### src/rtl/memwb_pkg.sv
// Shared definitions for the bexkat1 memory/writeback stage: instruction type
// codes, access sizes and the stage FSM states.
package memwb_pkg;

  localparam logic [3:0] T_ALU   = 4'h3;
  localparam logic [3:0] T_LOAD  = 4'h7;
  localparam logic [3:0] T_STORE = 4'h8;

  typedef enum logic [1:0] {
    MS_WORD = 2'b00,
    MS_HALF = 2'b01,
    MS_BYTE = 2'b10
  } mem_size_t;

  typedef enum logic {
    S_IDLE = 1'b0,
    S_BUS  = 1'b1
  } memwb_state_t;

  // The unused size encoding 2'b11 behaves as a full word access.
  function automatic mem_size_t decode_size(input logic [1:0] code);
    mem_size_t size;
    case (code)
      2'b01:   size = MS_HALF;
      2'b10:   size = MS_BYTE;
      default: size = MS_WORD;
    endcase
    return size;
  endfunction

endpackage

### src/rtl/memwb_memlane.sv
// Big-endian byte-lane steering: lane select, store-data replication and
// zero-extended load-data extraction for one access size/offset.
module memwb_memlane
  import memwb_pkg::*;
(
  input  mem_size_t   size_i,
  input  logic [1:0]  addr_i,
  input  logic [31:0] wdata_i,
  input  logic [31:0] rdata_i,
  output logic [3:0]  sel_o,
  output logic [31:0] wdata_o,
  output logic [31:0] rdata_o
);

  always_comb begin
    sel_o   = 4'b1111;
    wdata_o = wdata_i;
    rdata_o = rdata_i;
    case (size_i)
      MS_BYTE: begin
        wdata_o = {4{wdata_i[7:0]}};
        case (addr_i)
          2'd0: begin
            sel_o   = 4'b1000;
            rdata_o = {24'h000000, rdata_i[31:24]};
          end
          2'd1: begin
            sel_o   = 4'b0100;
            rdata_o = {24'h000000, rdata_i[23:16]};
          end
          2'd2: begin
            sel_o   = 4'b0010;
            rdata_o = {24'h000000, rdata_i[15:8]};
          end
          default: begin
            sel_o   = 4'b0001;
            rdata_o = {24'h000000, rdata_i[7:0]};
          end
        endcase
      end
      MS_HALF: begin
        wdata_o = {2{wdata_i[15:0]}};
        if (addr_i[1]) begin
          sel_o   = 4'b0011;
          rdata_o = {16'h0000, rdata_i[15:0]};
        end else begin
          sel_o   = 4'b1100;
          rdata_o = {16'h0000, rdata_i[31:16]};
        end
      end
      default: begin
        sel_o   = 4'b1111;
        wdata_o = wdata_i;
        rdata_o = rdata_i;
      end
    endcase
  end

endmodule

### src/rtl/memwb.sv
// bexkat1 memory-access/writeback stage: passes ALU results to the register
// file and runs one bus cycle per load/store, stalling upstream meanwhile.
module memwb
  import memwb_pkg::*;
#(
  parameter int AW = 32,
  parameter int DW = 32
) (
  input  logic          clk_i,
  input  logic          rst_i,
  input  logic [63:0]   ir_i,
  input  logic [1:0]    reg_write_i,
  input  logic [DW-1:0] result_i,
  input  logic [DW-1:0] data_i,
  output logic          stall_o,
  output logic [1:0]    reg_write_o,
  output logic [3:0]    reg_write_addr,
  output logic [DW-1:0] reg_data_out,
  output logic          bus_cyc_o,
  output logic          bus_stb_o,
  output logic          bus_we_o,
  output logic [AW-1:0] bus_adr_o,
  output logic [3:0]    bus_sel_o,
  output logic [DW-1:0] bus_dat_o,
  input  logic [DW-1:0] bus_dat_i,
  input  logic          bus_ack_i
);

  memwb_state_t  state_q, state_d;
  logic [1:0]    reg_write_q, reg_write_d;
  logic [3:0]    wr_addr_q, wr_addr_d;
  logic [DW-1:0] wr_data_q, wr_data_d;
  logic          cyc_q, cyc_d;
  logic          we_q, we_d;
  logic [AW-1:0] adr_q, adr_d;
  logic [3:0]    sel_q, sel_d;
  logic [DW-1:0] dat_q, dat_d;
  logic [3:0]    ra_q, ra_d;
  mem_size_t     size_q, size_d;
  logic [1:0]    lo_q, lo_d;

  logic [3:0]    ir_type_s;
  logic          is_mem_s;
  mem_size_t     lane_size_s;
  logic [1:0]    lane_addr_s;
  logic [3:0]    lane_sel_s;
  logic [31:0]   lane_wdata_s;
  logic [31:0]   lane_rdata_s;
  logic          unused_s;

  assign ir_type_s = ir_i[31:28];
  assign is_mem_s  = (ir_type_s == T_LOAD) || (ir_type_s == T_STORE);
  assign unused_s  = ^{ir_i[63:32], ir_i[27:26], ir_i[19:0]};

  // One lane unit serves both directions: live inputs when idle, latched access during the bus cycle.
  assign lane_size_s = (state_q == S_BUS) ? size_q : decode_size(ir_i[25:24]);
  assign lane_addr_s = (state_q == S_BUS) ? lo_q : result_i[1:0];

  memwb_memlane u_lane (
    .size_i  (lane_size_s),
    .addr_i  (lane_addr_s),
    .wdata_i (data_i),
    .rdata_i (bus_dat_i),
    .sel_o   (lane_sel_s),
    .wdata_o (lane_wdata_s),
    .rdata_o (lane_rdata_s)
  );

  always_comb begin
    state_d     = state_q;
    reg_write_d = 2'b00;
    wr_addr_d   = wr_addr_q;
    wr_data_d   = wr_data_q;
    cyc_d       = cyc_q;
    we_d        = we_q;
    adr_d       = adr_q;
    sel_d       = sel_q;
    dat_d       = dat_q;
    ra_d        = ra_q;
    size_d      = size_q;
    lo_d        = lo_q;
    case (state_q)
      S_IDLE: begin
        if (is_mem_s) begin
          state_d = S_BUS;
          cyc_d   = 1'b1;
          we_d    = (ir_type_s == T_STORE);
          adr_d   = {result_i[AW-1:2], 2'b00};
          sel_d   = lane_sel_s;
          dat_d   = lane_wdata_s;
          ra_d    = ir_i[23:20];
          size_d  = lane_size_s;
          lo_d    = result_i[1:0];
        end else begin
          reg_write_d = reg_write_i;
          wr_addr_d   = ir_i[23:20];
          wr_data_d   = result_i;
        end
      end
      S_BUS: begin
        if (bus_ack_i) begin
          state_d = S_IDLE;
          cyc_d   = 1'b0;
          we_d    = 1'b0;
          if (!we_q) begin
            reg_write_d = 2'b11;
            wr_addr_d   = ra_q;
            wr_data_d   = lane_rdata_s;
          end else begin
            reg_write_d = 2'b00;
          end
        end else begin
          state_d = S_BUS;
        end
      end
      default: begin
        state_d = S_IDLE;
        cyc_d   = 1'b0;
        we_d    = 1'b0;
      end
    endcase
  end

  always_ff @(posedge clk_i) begin
    if (!rst_i) begin
      state_q     <= S_IDLE;
      reg_write_q <= 2'b00;
      wr_addr_q   <= 4'h0;
      wr_data_q   <= '0;
      cyc_q       <= 1'b0;
      we_q        <= 1'b0;
      adr_q       <= '0;
      sel_q       <= 4'b0000;
      dat_q       <= '0;
      ra_q        <= 4'h0;
      size_q      <= MS_WORD;
      lo_q        <= 2'b00;
    end else begin
      state_q     <= state_d;
      reg_write_q <= reg_write_d;
      wr_addr_q   <= wr_addr_d;
      wr_data_q   <= wr_data_d;
      cyc_q       <= cyc_d;
      we_q        <= we_d;
      adr_q       <= adr_d;
      sel_q       <= sel_d;
      dat_q       <= dat_d;
      ra_q        <= ra_d;
      size_q      <= size_d;
      lo_q        <= lo_d;
    end
  end

  assign stall_o        = (state_q == S_BUS);
  assign reg_write_o    = reg_write_q;
  assign reg_write_addr = wr_addr_q;
  assign reg_data_out   = wr_data_q;
  assign bus_cyc_o      = cyc_q;
  assign bus_stb_o      = cyc_q;
  assign bus_we_o       = we_q;
  assign bus_adr_o      = adr_q;
  assign bus_sel_o      = sel_q;
  assign bus_dat_o      = dat_q;

endmodule

### config.mk
export PLATFORM = sky130hd
export DESIGN_NAME = memwb
export DESIGN_NICKNAME = d
export VERILOG_FILES = /design/src/rtl/memwb_pkg.sv /design/src/rtl/memwb_memlane.sv /design/src/rtl/memwb.sv
export SDC_FILE = /design/constraint.sdc
export NUM_CORES = 1
export LEC_CHECK = 0
export ABC_AREA = 1
export CORE_MARGIN = 10
export CORE_UTILIZATION = 45
export DETAILED_ROUTE_END_ITERATION = 16
export DONT_BUFFER_PORTS = 1
export SLEW_MARGIN = 15
export SYNTH_ARGS = -nofsm -noshare
export SYNTH_HDL_FRONTEND = slang
export SYNTH_SLANG_ARGS = --single-unit
export TNS_END_PERCENT = 100
### constraint.sdc
create_clock -name clk_i -period 6.2 [get_ports clk_i]
set_input_delay 0.62 -clock clk_i [delete_from_list [all_inputs] [get_ports clk_i]]
set_output_delay 0.62 -clock clk_i [all_outputs]
set_load 0.1 [all_outputs]
## Word level (Yosys, flattened, before mapping)

Index checks and enable logic that the tools add are counted.

- Bits in registers: 115
- Bits of input ports: 165
- Output and inout bits: 110
- Word-level logic and storage cells: 60

- Eq/ne operators: 12
- Multiplexer cells: 30
- Bitwise logic cells: 1
- Reductions and logical operators: 5

Operators by type and width:

| cell | count |
|---|---|
| $pmux W32 S2 | 3 |
| $mux W32 | 3 |
| $pmux W8 S3 | 1 |
| $mux W16 | 1 |
| $mux W4 | 4 |
| $pmux W4 S2 | 2 |
| $pmux W4 S3 | 1 |
| $mux W2 | 5 |
| $ne A2 B2 Y1 const B | 4 |
| $pmux W2 S2 | 2 |
| $eq A2 B1 Y1 const B | 3 |
| $eq A2 B2 Y1 const B | 3 |
| $pmux W1 S2 | 3 |
| $mux W1 | 5 |
| $eq A4 B3 Y1 const B | 1 |
| $eq A4 B4 Y1 const B | 1 |
| $reduce_and A2 Y1 | 2 |
| $reduce_and A3 Y1 | 1 |
| $logic_not A2 Y1 | 1 |
| $logic_or A1 B1 Y1 | 1 |
| $not A1 Y1 | 1 |

## Logic depth before layout (Yosys ltp)

Gate-level depths: netlist (run 1).

- Word-level depth: 8
- Depth in mapped cells: 15
- Mapped depth without buffers: 13

## By module

A second synthesis (run 1) with hierarchy kept.

- Cells, all modules: 1049
- Area total of the unflattened synthesis: 6441.2 µm²

Modules (own cells, without submodules):

| module | instances | cells each | area each (µm²) | seq. area each (µm²) |
|---|---|---|---|---|
| memwb | 1 | 806 | 5366.4 | 2302.2 |
| memwb_memlane | 1 | 243 | 1074.8 | 0.0 |

## Worst setup path after synthesis (run 1)

OpenSTA, ideal clock, no wires.

- Path kind: register to register
- Start point: reg state_q, in the netlist stall_o
- End point: reg wr_data_q[10], in the netlist reg_data_out[10]
- Setup time: 71 ps
- Arrival: 2941 ps
- Required time: 6129 ps
- Setup slack: 3188 ps
- Stages on the path, launching flop included: 13
- Buffers on the path: 3
- Period minus slack after synthesis: 3012 ps
- Path through: dfxtp_1 -> inv_2 -> buf_6 -> clkbuf_1 -> o21ai_0 -> inv_1 -> ha_1 -> buf_2 -> nor2_2 -> nand2_1 -> o211ai_1 -> o21ai_1 -> a21oi_1

- Word-level cells in the longest chain between the ends: 6
- Elaborated cells between the ends (all ways): 14
- Those cells by class: eq/ne: 5; mux: 7; bitwise: 1; reduce/logical: 1

RTL lines:

| what | RTL line | text |
|---|---|---|
| start: declaration | memwb.sv:29 | `memwb_state_t state_q, state_d;` |
| start signal: assignment | memwb.sv:139 | `state_q <= state_d;` |
| $mux W2 * | memwb.sv:56 | `assign lane_size_s = (state_q == S_BUS) ? size_q : decode_size(ir_i[25:24]);` |
| via lane_size_s[0] | memwb.sv:44 | `mem_size_t lane_size_s;` |
| $eq A2 B1 Y1 or $eq A2 B2 Y1 (tied branches) | memwb_memlane.sv:19 | `case (size_i)` |
| $pmux W32 S2 * | memwb_memlane.sv:19 |  |
| $mux W32 * | memwb.sv:105 | `if (!we_q) begin` |
| $mux W32 * | memwb.sv:101 | `if (bus_ack_i) begin` |
| $pmux W32 S2 * | memwb.sv:82 | `case (state_q)` |
| end signal: assignment | memwb.sv:142 | `wr_data_q <= wr_data_d;` |
| end: declaration | memwb.sv:32 | `logic [DW-1:0] wr_data_q, wr_data_d;` |

The timed path passes the listed nets; every way through them passes the cells marked *. The select of a mux whose other input is x is not followed.
A chain may end at the register's enable or synchronous reset.

## Final worst setup path (run 1)

- Start point: reg state_q, in the netlist stall_o
- End point: reg lo_q[1]

- Word-level cells in the longest chain between the ends: 2

RTL lines:

| what | RTL line | text |
|---|---|---|
| $not A1 Y1 | -- |  |
| $reduce_and A2 Y1 (no line) | -- |  |
| end signal: assignment | memwb.sv:150 | `lo_q <= lo_d;` |
| end: declaration | memwb.sv:40 | `logic [1:0] lo_q, lo_d;` |

No other way between the ends.

==> impl_metrics.yaml, run 1 <==
die:
  rows: 38
  die_area_sq_mm: 0.01592
  core_area_sq_mm: 0.01094
  dieWidth_um: 126.2
  die_y_um: 126.2
  initial_core_util_pct: 46.37
  io_pins: 275
routing:
  via_per_inst: 5.788
  drt_pass1_iterations: 5
  wl_mm: 17.31
  drt_iter0_drc: 398
  via_count: 4787
  detail_route.wl_per_cell_um: 20.93
  drc: 0
  antenna_left: 0
worst_setup_path:
  cp_slowest_stage_delay_ns: 0.70
  critPathKind: "reg2reg"
  worst_path_most_repeated_cell: "inv_2"
  cpMaxStageDelayCell: "nand2_2"
  path_max_fanout: 94
  cp.required_ns: 6.51
  path_cells: "inv_2, nand2_2, inv_2, buf_4, nand2_1, o21ai_0"
  worst-endpoint-arrival_ns: 3.47
  r2r_cells: 6
  cp-end-kind: "flop"
  start_kind: "flop"
global_route:
  grt_remaining_overflow: 0
  grt_pass1_vias: 4575
  grt_max_degree: 95
  track_usage_pct: 20.95
  grt_pass1_wl_mm: 26.72
  antenna_found_initial: 0
clock_network:
  path_clk_slew_ns: 0.05
  htreeDepth: 4
  numClockSinks: 115
  root_buffer: "clkbuf_16"
  clk_path_buf_depth: 2
  cts_hold_buf: 0
  cts_setup_buffers: 0
  clock_latency_ns: 0.41
  cts_tree: "built"
  cts_resized: 0
  numCtsBuffers: 17
hold_path:
  hold_path_depth: 2
  min_path_type: "in2reg"
placed_design:
  gp_congestion: 0.8360
  io_buffers: 0
  hpwl_mm: 12.25
logic_synthesis:
  synth_area_per_cell_sq_um: 7.163
  ys_seq_area_share_pct: 45.40
  synth_cells: 708
  synth-edff-count: 0
  yosys_warnings: 0
  ys.flop_type: "dfxtp_1"
  ys_seq_elements: 115
  synth_top_area_share_pct: 45.40
  synth_area_sq_mm: 0.005071
  ys_async_sr_fraction_pct: 0
  synth_area_leaders: "dfxtp_1 (45%), nand2_1 (14%), o21ai_0 (7.9%)"
  synth_cell_type_count: 31
  yosys.area.top_type: "dfxtp_1"
timing:
  rsz0062_at_grt: "false"
  fmax_mhz: 316.8
  max-slew-margin-rel_pct: 30.67
  finalWorstPathRequiredPeriod_ns: 3.156
  fin_skew_ns: 0.008234
  worst_pin_slew_ns: 1.039
  slew_violations: 0
  tns_ns: 0
  setup_viol: 0
  finalHoldViolations: 0
  fin_crit_sh_pct: 50.91
flow_run:
  maxCapViolations: 0
layout:
  drive_gt1_share_pct: 6.841
  final_common_cell: "nand2_1"
  layout_common_cells: "nand2_1 (186), dfxtp_1 (113), o21ai_0 (80)"
  num_antenna_cells: 0
  area_delta_synth_final_pct: 10.21
  nets: 844
  final_core_util_pct: 51.11
power_and_ir_drop:
  peakVddDrop_uv: 197.1
  powerDensity_mw_per_mm2: 419.5
  leakage_uw: 0.002235
status:
  outcome: "complete, no violations"
## logic make-up after synthesis
| kind of cell | Yosys count | synth area share, % |
|---|---|---|
| buffers and inverters | 92 | 7.673 |
| other | 1 | 0.07395 |
| AOI/OAI and AO/OA | 207 | 22.90 |
| DFF | 115 | 45.40 |
| adders and majority gates | 2 | 0.4934 |
| and+or+nand+nor | 291 | 23.46 |
## where the power goes
| part | switching (uW) | total, uW | internal, uW |
|---|---|---|---|
| clock | 321 | 933 | 613 |
| sequential | 394 | 1190 | 792 |
| combinational | 160 | 226 | 65.7 |
| total | 874 | 2340 | 1470 |
## cell type report
| type | instances | area, sq um |
|---|---|---|
| Multi-Input combinational cell | 502 | 2386 |
| Sequential cell | 115 | 2305 |
| Clock buffer | 23 | 478.0 |
| Fill cell | 1113 | 5346 |
| Tap cell | 140 | 175.2 |
| Inverter | 38 | 142.6 |
| Timing Repair Buffer | 3 | 22.52 |
| Clock inverter | 6 | 80.08 |
## cells in the mapped netlist (2+ instances only)
cell      count
a31oi_1      37
nand2_2       5
nand3_1      43
a32oi_1       8
inv_1        31
buf_4         4
ha_1          2
o21ai_0      80
clkinv_1      2
a21oi_1      55
buf_6         2
o211ai_1      8
o21ai_1       8
o22ai_1       8
dfxtp_1     115
nor2_4        2
nor2_1       49
inv_2         5
buf_2        11
clkbuf_1     35
buf_1         2
nand2_1     187
## layer usage
metal | track usage, % | routed length [um] | vias to the layer above | part of all wire, %
met5 | 0 | 0 | - | 0
met4 | 5.626 | 241 | 0 | 1.4
met3 | 12.25 | 2265 | 23 | 13
met2 | 33.80 | 8273 | 216 | 48
met1 | 23.03 | 6532 | 2226 | 38
li1 | - | - | 2322 | -
## worst max-delay path, delay by kind of cell, from the launching register on
kind / cells / cell delay, ns
AOI/OAI and AO/OA: 1 / 0.28
DFF: 1 / 0.32
buffers and inverters: 3 / 1.26
and+or+nand+nor: 2 / 1.18
## final timing paths
| path | startpoint | endpoint | slack [ns] |
|---|---|---|---|
| setup / recovery | stall_o | lo_q[1] | 3.04 |
| hold / removal | reg_write_i[0] | reg_write_o[0] | 0.34 |
| setup reg to reg | stall_o | lo_q[1] | 3.04 |
| hold reg to reg | ra_q[3] | ra_q[3] | 0.46 |
## through the flow
stage / hold WS, ns / power (uW) / setup WS [ns] / std cells / instance area, sq um
after global routing: 0.3239 / 2439 / 2.701 / 827 / 5589
after floorplan: 0.4445 / 1375 / 3.188 / 709 / 5075
final: 0.3420 / 2345 / 3.044 / 827 / 5589
after detailed placement: 0.4599 / 1427 / 2.976 / 798 / 5031
after global placement: 0.4521 / 1421 / 3.011 / 798 / 5031
after CTS: 0.3258 / 2364 / 3.026 / 827 / 5589
## sequential cells by signal, indices dropped and copies added, names as in the netlist
signal / count
reg_data_out: 32
bus_sel_o: 4
ra_q: 4
size_q: 2
bus_dat_o: 32
reg_write_o: 2
lo_q: 2
bus_adr_o: 30
reg_write_addr: 4
bus_cyc_o: 1
bus_we_o: 1
stall_o: 1
No activity file was read; power rests on OpenSTA's default activity.
==> run 2, diff against run 1 <==
==> constraint.sdc (replaced) <==
create_clock -name clk_i -period 3.3 [get_ports clk_i]
set_input_delay 0.33 -clock clk_i [delete_from_list [all_inputs] [get_ports clk_i]]
set_output_delay 0.33 -clock clk_i [all_outputs]
set_load 0.1 [all_outputs]
==> run 2 against run 1 <==
Net effect: clock-buffer cell count fell by 2; sequential cell count did not move; via count fell by 0.38%; sequential power rose by 87%; clock skew rose by 0.0024 ns; sequential share of layout area fell by 0.47 points; register-to-register slack got worse by 2.4 ns; maximum frequency rose by 17%; clock power rose by 82%; power rose by 86%; worst hold slack got worse by 0.30 ns.
==> impl_metrics.yaml, run 2 (same netlist as run 1, synthesis figures left out) <==
routing:
  drt_pass1_iterations: 5
  detail_route.wl_per_cell_um: 20.88
  via_count: 4769
  drt_iter0_drc: 354
  antenna_left: 0
  drc: 0
  via_per_inst: 5.718
  wl_mm: 17.42
layout:
  fillers: 1109
  final_common_cell: "nand2_1"
  layout_common_cells: "nand2_1 (186), dfxtp_1 (113), o21ai_0 (80)"
  num_antenna_cells: 0
  area_delta_synth_final_pct: 11.50
  final_core_util_pct: 51.70
  drive_gt1_share_pct: 8.069
  nets: 850
worst_setup_path:
  r2r_cells: 8
  crit_buf_inv: 2
  start_kind: "flop"
  worst-endpoint-arrival_ns: 3.02
  cp.required_ns: 3.63
  crit_cells: 8
  critPathKind: "reg2reg"
  path_cells: "buf_4, nand2_1, or2_1, nand2_2, inv_2, nor2_1, nand2_1, a21oi_1"
  cp_slowest_stage_delay_ns: 0.62
  cp_top_family: "simple AND/OR/NAND/NOR gates"
  worst_path_most_repeated_cell: "nand2_1"
  path_max_fanout: 49
  cp-end-kind: "flop"
  cpMaxStageDelayCell: "buf_4"
die:
  initial_core_util_pct: 46.37
  die_area_sq_mm: 0.01592
  io_pins: 275
  die_y_um: 126.2
  dieWidth_um: 126.2
  core_area_sq_mm: 0.01094
  rows: 38
clock_network:
  cts_setup_buffers: 0
  numCtsBuffers: 17
  clock_latency_ns: 0.41
  cts_tree: "built"
  path_clk_slew_ns: 0.05
  clk_path_buf_depth: 2
  numClockSinks: 115
  cts_resized: 0
  cts_hold_buf: 0
  root_buffer: "clkbuf_16"
  htreeDepth: 4
status:
  outcome: "complete, no violations"
timing:
  finalHoldWorstSlack_ns: 0.04295
  finalHoldViolations: 0
  fmax_mhz: 371.8
  tns_ns: 0
  fin_crit_sh_pct: 81.50
  fin_skew_ns: 0.01063
  finalWorstPathRequiredPeriod_ns: 2.689
  worst_pin_slew_ns: 1.048
  max-slew-margin-rel_pct: 30.05
  setup_viol: 0
  slew_violations: 0
  rsz0062_at_grt: "false"
global_route:
  antenna_found_initial: 0
  track_usage_pct: 21.02
  grt_remaining_overflow: 0
  grt_pass1_wl_mm: 26.75
  grt_pass1_vias: 4643
  grt_max_degree: 83
flow_run:
  maxCapViolations: 0
placed_design:
  gp_congestion: 0.8446
  hpwl_mm: 12.63
  io_buffers: 0
power_and_ir_drop:
  leakage_uw: 0.002253
  powerDensity_mw_per_mm2: 772.9
  peakVddDrop_uv: 342.0
hold_path:
  hold_path_depth: 2
  min_path_type: "in2reg"
[run 2: changes by cell type in the layout (fill, tap and decap cells not counted)]
cell,delta
clkbuf_1,-2
buf_12,+2
clkinv_2,-1
clkinvlp_4,+5
bufinv_16,-1
buf_4,+4
[run 2: per-stage QoR]
stage | std cells | total power [uW] | setup WS (ns) | cell area, sq um
floorplan | 709 | 2583 | 0.2879 | 5075
global placement | 804 | 2681 | 0.6819 | 5101
detailed placement | 804 | 2694 | 0.6265 | 5101
CTS | 834 | 4408 | 0.5930 | 5654
global route | 834 | 4536 | 0.3285 | 5654
finish | 834 | 4370 | 0.6106 | 5654
[run 2: report_power, final]
part | total [uW] | switching (uW) | internal, uW
Clock | 1700 | 624 | 1080
Sequential | 2220 | 732 | 1490
Combinational | 447 | 315 | 133
[run 2: worst paths after layout]
kind	end	from	slack, ns
worst min-delay path	reg_write_o[1]	reg_write_i[1]	0.04
worst max register to register	reg_data_out[3]	stall_o	0.61
worst min register to register	ra_q[3]	ra_q[3]	0.47
worst max-delay path	reg_data_out[3]	stall_o	0.61
[run 2: metal layers]
layer,GRT usage [%],vias to the layer above,routed length [um]
met5,0,-,0
li1,-,2336,-
met2,33.50,213,8288
met3,12.12,19,2442
met4,6.564,0,257
met1,23.20,2201,6429
[run 2: layout make-up]
type	instances	area, sq um	share of cell area [%]
Multi-Input combinational cell	502	2386	42.20
Sequential cell	115	2305	40.76
Clock buffer	21	470.5	8.320
Tap cell	140	175.2	3.098
Inverter	38	142.6	2.523
Timing Repair Buffer	9	92.59	1.638
Clock inverter	9	82.58	1.461
==> run 3, diff against run 2 <==
==> constraint.sdc (replaced) <==
create_clock -name clk_i -period 2.7 [get_ports clk_i]
set_input_delay 0.27 -clock clk_i [delete_from_list [all_inputs] [get_ports clk_i]]
set_output_delay 0.27 -clock clk_i [all_outputs]
set_load 0.1 [all_outputs]
==> run 3 against run 2 <==
Net effect: worst hold slack worse by 0.023 ns; global-route usage is 1.5 points higher; non-clock buffer count is 80 higher; clock-buffer cell count is 5 higher; clock power is 18% higher; clock skew is 0.0044 ns lower; largest power group unchanged; via count is 9.5% higher; maximum frequency is 13% higher.
==> impl_metrics.yaml, run 3 (same netlist as run 1, synthesis figures left out) <==
placed_design:
  io_buffers: 0
  gp_congestion: 0.8940
  hpwl_mm: 12.80
worst_setup_path:
  path_max_fanout: 49
  cp_slowest_stage_delay_ns: 0.63
  worst_path_most_repeated_cell: "nand2_1"
  crit_buf_inv: 2
  r2r_slack_ns: 0.32
  cp-end-kind: "flop"
  worst-endpoint-arrival_ns: 2.66
  cp.required_ns: 2.98
  critPathKind: "reg2reg"
  r2r_cells: 12
  r2r_start: "stall_o"
  start_kind: "flop"
  cpMaxStageDelayCell: "buf_4"
  cp_top_family: "simple AND/OR/NAND/NOR gates"
  r2r_end: "reg_data_out[3]"
  path_cells: "buf_4, nand2_1, nand2_2, inv_1, nand2_1, nand2_2, nand2_1, nand2_1, nand2_1, nand2_1, nand2_1, a21oi_1"
clock_network:
  cts_resized: 0
  path_clk_slew_ns: 0.05
  clk_path_buf_depth: 2
  htreeDepth: 4
  root_buffer: "clkbuf_16"
  cts_tree: "built"
  numCtsBuffers: 17
  numClockSinks: 115
  clock_latency_ns: 0.41
power_and_ir_drop:
  peakVddDrop_uv: 532.6
  leakage_uw: 0.002658
  total_power_uw: 5401
  powerDensity_mw_per_mm2: 854.0
hold_path:
  min_from: "ir_i[21]"
  min_path_type: "in2reg"
  hold_path_depth: 2
  whs_endpoint: "reg_write_addr[1]"
timing:
  finalHoldViolations: 0
  setup_viol: 0
  slew_violations: 0
  fin_crit_sh_pct: 88.32
  worst_pin_slew_ns: 1.012
  rsz0062_at_grt: "false"
  fmax_mhz: 419.4
  finalWorstPathRequiredPeriod_ns: 2.385
  tns_ns: 0
  max-slew-margin-rel_pct: 32.46
  fin_skew_ns: 0.006200
layout:
  drive_gt1_share_pct: 13.42
  area_delta_synth_final_pct: 24.70
  multi_input_area_sq_mm: 0.002386
  nets: 930
  layout_common_cells: "nand2_1 (186), dfxtp_1 (113), o21ai_0 (80)"
  fillers: 1034
  seqCellArea_sq_mm: 0.002305
  final_common_cell: "nand2_1"
  num_antenna_cells: 0
routing:
  antenna_left: 0
  wl_mm: 18.83
  drc: 0
  via_per_inst: 5.706
  drt_pass1_iterations: 5
  via_count: 5221
  detail_route.wl_per_cell_um: 20.58
  drt_iter0_drc: 465
die:
  core_area_sq_mm: 0.01094
  io_pins: 275
  initial_core_util_pct: 46.37
  rows: 38
  die_y_um: 126.2
  die_area_sq_mm: 0.01592
  dieWidth_um: 126.2
status:
  outcome: "complete, no violations"
global_route:
  grt_pass1_wl_mm: 28.39
  grt_max_degree: 89
  grt_pass1_vias: 4915
  track_usage_pct: 22.53
  grt_remaining_overflow: 0
  antenna_found_initial: 0
flow_run:
  maxCapViolations: 0
-- run 3: cell count changes in the layout (fill, tap and decap cells not counted) --
cell	before	now
buf_12	2	3
buf_4	7	56
bufinv_16	1	0
clkbuf_1	1	4
clkbuf_8	3	5
clkinv_2	3	5
clkinvlp_4	5	0
dlygate4sd3_1	0	30
-- run 3: per-stage QoR --
step / cells / area (sq um) / utilization [%] / worst slack (ns) / hold slack [ns]
after detailed placement: 853 / 5469 / 50.01 / 0.3449 / 0.4062
after global placement: 853 / 5469 / 50.01 / 0.4087 / 0.4035
after global routing: 915 / 6324 / 57.83 / 0.1119 / 0.003420
after floorplan: 709 / 5076 / - / 0.02680 / 0.3971
after CTS: 915 / 6324 / 57.83 / 0.3347 / 0.0009058
final: 915 / 6324 / 57.83 / 0.3154 / 0.01971
-- run 3: report_power, final --
group	internal [uW]	total (uW)	switching (uW)
logic	260	1060	796
registers	1820	2340	519
clock network	1280	2010	728
-- run 3: worst register-to-register path: stages, from the launching register on --
cell and delay, ns:
dfxtp_2 0.33, buf_4 0.63, nand2_1 0.16, nand2_2 0.29, inv_1 0.13, nand2_1 0.12, nand2_2 0.14, nand2_1 0.09
nand2_1 0.08, nand2_1 0.09, nand2_1 0.07, nand2_1 0.06, a21oi_1 0.05
-- run 3: worst max path at each step --
stage,start,cells past startpoint,slack (ns),endpoint
6_report,stall_o,12,0.32,reg_data_out[3]
5_1_grt,stall_o,12,0.11,reg_data_out[3]
4_1_cts,stall_o,12,0.33,reg_data_out[3]
3_5_place_dp,stall_o,12,0.34,reg_data_out[4]
3_3_place_gp,stall_o,12,0.41,reg_data_out[5]
2_1_floorplan,stall_o,12,0.03,reg_data_out[10]
-- run 3: what timing repair did --
action / in CTS / in global routing
endpoints found under the hold margin: 55 / 0
setup endpoints to repair: 0 / 0
setup buffers: 0 / 0
hold buffers: 31 / 0
-- run 3: final cells by class --
cell class	count	area share (%)
multi-input cells	502	37.73
flip-flops and latches	115	36.45
repair buffers	89	12.35
clock buffers	26	8.053
well taps	140	2.770
inverters	38	2.256
clock inverters	5	0.3957
-- run 3: metal layers --
layer / vias up / global-route usage (%) / wire length (um)
met5: - / 0 / 0
met4: 0 / 8.975 / 421
met3: 35 / 10.44 / 2393
met2: 268 / 36.76 / 8982
met1: 2421 / 24.97 / 7033
li1: 2497 / - / -
==> RTL change: new RTL, flow settings as in run 2 <==
Re-encode `mem_size_t` (3 values) as one-hot, 3 bits wide.
--- a/src/rtl/memwb_pkg.sv
+++ b/src/rtl/memwb_pkg.sv
@@ -7,8 +7,8 @@
   localparam logic [3:0] T_STORE = 4'h8;
 
-  typedef enum logic [1:0] {
-    MS_WORD = 2'b00,
-    MS_HALF = 2'b01,
-    MS_BYTE = 2'b10
+  typedef enum logic [2:0] {
+    MS_WORD = 3'b001,
+    MS_HALF = 3'b010,
+    MS_BYTE = 3'b100
   } mem_size_t;
 
Formal check against the unedited RTL: same outputs for any inputs over 4 cycles, from zero or initial values and one cycle with rst_i low; so few cycles prove little.
==> RTL change against run 2 <==
Worst setup slack improved by 0.20 ns; sequential share of layout area down 2.2 points; power down 0.18%; utilization is 1.5 points lower; design area is 6.6% higher; count of clock-buffer cells in the layout unchanged; non-clock buffer count down 2; wire length grew 7.5%; first-iteration DRC count grew 24%; synthesized area grew 8.8%; sequential cell count rose by 1; highest routed layer unchanged.
==> RTL change: results (changes against run 2) <==
[status]
status = finished clean

[placed_design]
dp_slack_ns = 0.864  ; +0.237 ns
place_area_sq_um = 5480  ; +7.5%
place_congestion = 0.814  ; -3.7%
dp_cells = 895  ; +11%

[global_routing]
grt_pass1_vias = 4992  ; +7.5%
track_usage_pct = 21.5  ; +0.53 points
grt_pass1_wl_mm = 28.5  ; +6.5%
grt_max_degree = 97  ; +17%

[pwr]
irDropWorstVdd_mv = 0.256  ; -25%
p_sw_share_pct = 38.3  ; +0.057 points
leakage_nw = 2.59  ; +15%

[cts]
cts_buffers = 17  ; unchanged

[yosys]
synth_compound_area_share_pct = 23.7  ; +0.78 points
synth_area_leaders = dfxtp_1 (42%), nand2_1 (10%), a21oi_1 (9.8%), o21ai_0 (8.8%), nand3_1 (6.5%)
async_flop_share_pct = 0  ; unchanged
synth.top_cells.by_count = nand2_1 (152), dfxtp_1 (116), a21oi_1 (108)
yosysWarnings = 0  ; unchanged
synth_fa_ha_area_share_pct = 0.454  ; -0.040 points

[route]
wl_per_cell_um = 20.2  ; -3.3%
via_count = 5230  ; +9.7%
via_per_inst = 5.64  ; -1.3%

[cells_and_area]
nets = 934  ; +9.9%
drive_gt1_share_pct = 7.69  ; -0.38 points

[timing]
finalClockSkew_ns = 0.00759  ; -0.00303 ns
slew_headroom_pct = 30.0  ; about the same

[flow_run]
maxCapViolCount = 0  ; unchanged

[setup_path]
cp.arrival_ns = 2.78  ; -0.24 ns

==> RTL change: cell count changes in the layout (fill, tap and decap cells not counted), moves of 6 or more <==
cell      before  now
inv_1         31   77
o21ai_0       80   97
a32oi_1        8    0
a31oi_1       37   15
nand2_1      186  152
a21oi_1       55  107
clkinv_2       3    9
nand3_1       43   72
or2_2          0    8
==> RTL change: per-layer routing <==
layer	up-vias	routed length, um	GRT usage, %
li1	2583	-	-
met1	2393	7370	25.4
met2	239	8610	33.0
met3	15	2520	11.2
met4	0	218	7.46
met5	-	0	0
==> RTL change: power groups by stage <==
stage / sequential (mW) / clock (mW) / combinational, mW
floorplan: 2.24 / 0 / 0.366
global route: 2.25 / 1.81 / 0.479
detailed placement: 2.27 / 0 / 0.416
global placement: 2.27 / 0 / 0.406
CTS: 2.24 / 1.73 / 0.418
finish: 2.24 / 1.70 / 0.418
==> RTL change: path summary, 6_finish.rpt <==
check             slack, ns      startpoint                to
hold reg to reg        0.46         ra_q[0]           ra_q[0]
setup / recovery       0.81         stall_o  reg_data_out[28]
setup reg to reg       0.81         stall_o  reg_data_out[28]
hold / removal         0.05  reg_write_i[0]    reg_write_o[0]
==> RTL change: through the flow <==
stage	power [mW]	hold WS, ns
2_1_floorplan	2.60	0.441
3_3_place_gp	2.67	0.449
3_5_place_dp	2.69	0.455
4_1_cts	4.39	0.0318
5_1_grt	4.54	0.0500
6_report	4.36	0.0492
==> RTL change: cell type report <==
type                    count  area (sq um)
clock buffers              21           460
clock inverters            11          85.1
flip-flops and latches    116          2330
fillers                  1228          5980
inverters                  81           308
well taps                 147           184
multi-input cells         544          2610
repair buffers              7          52.6
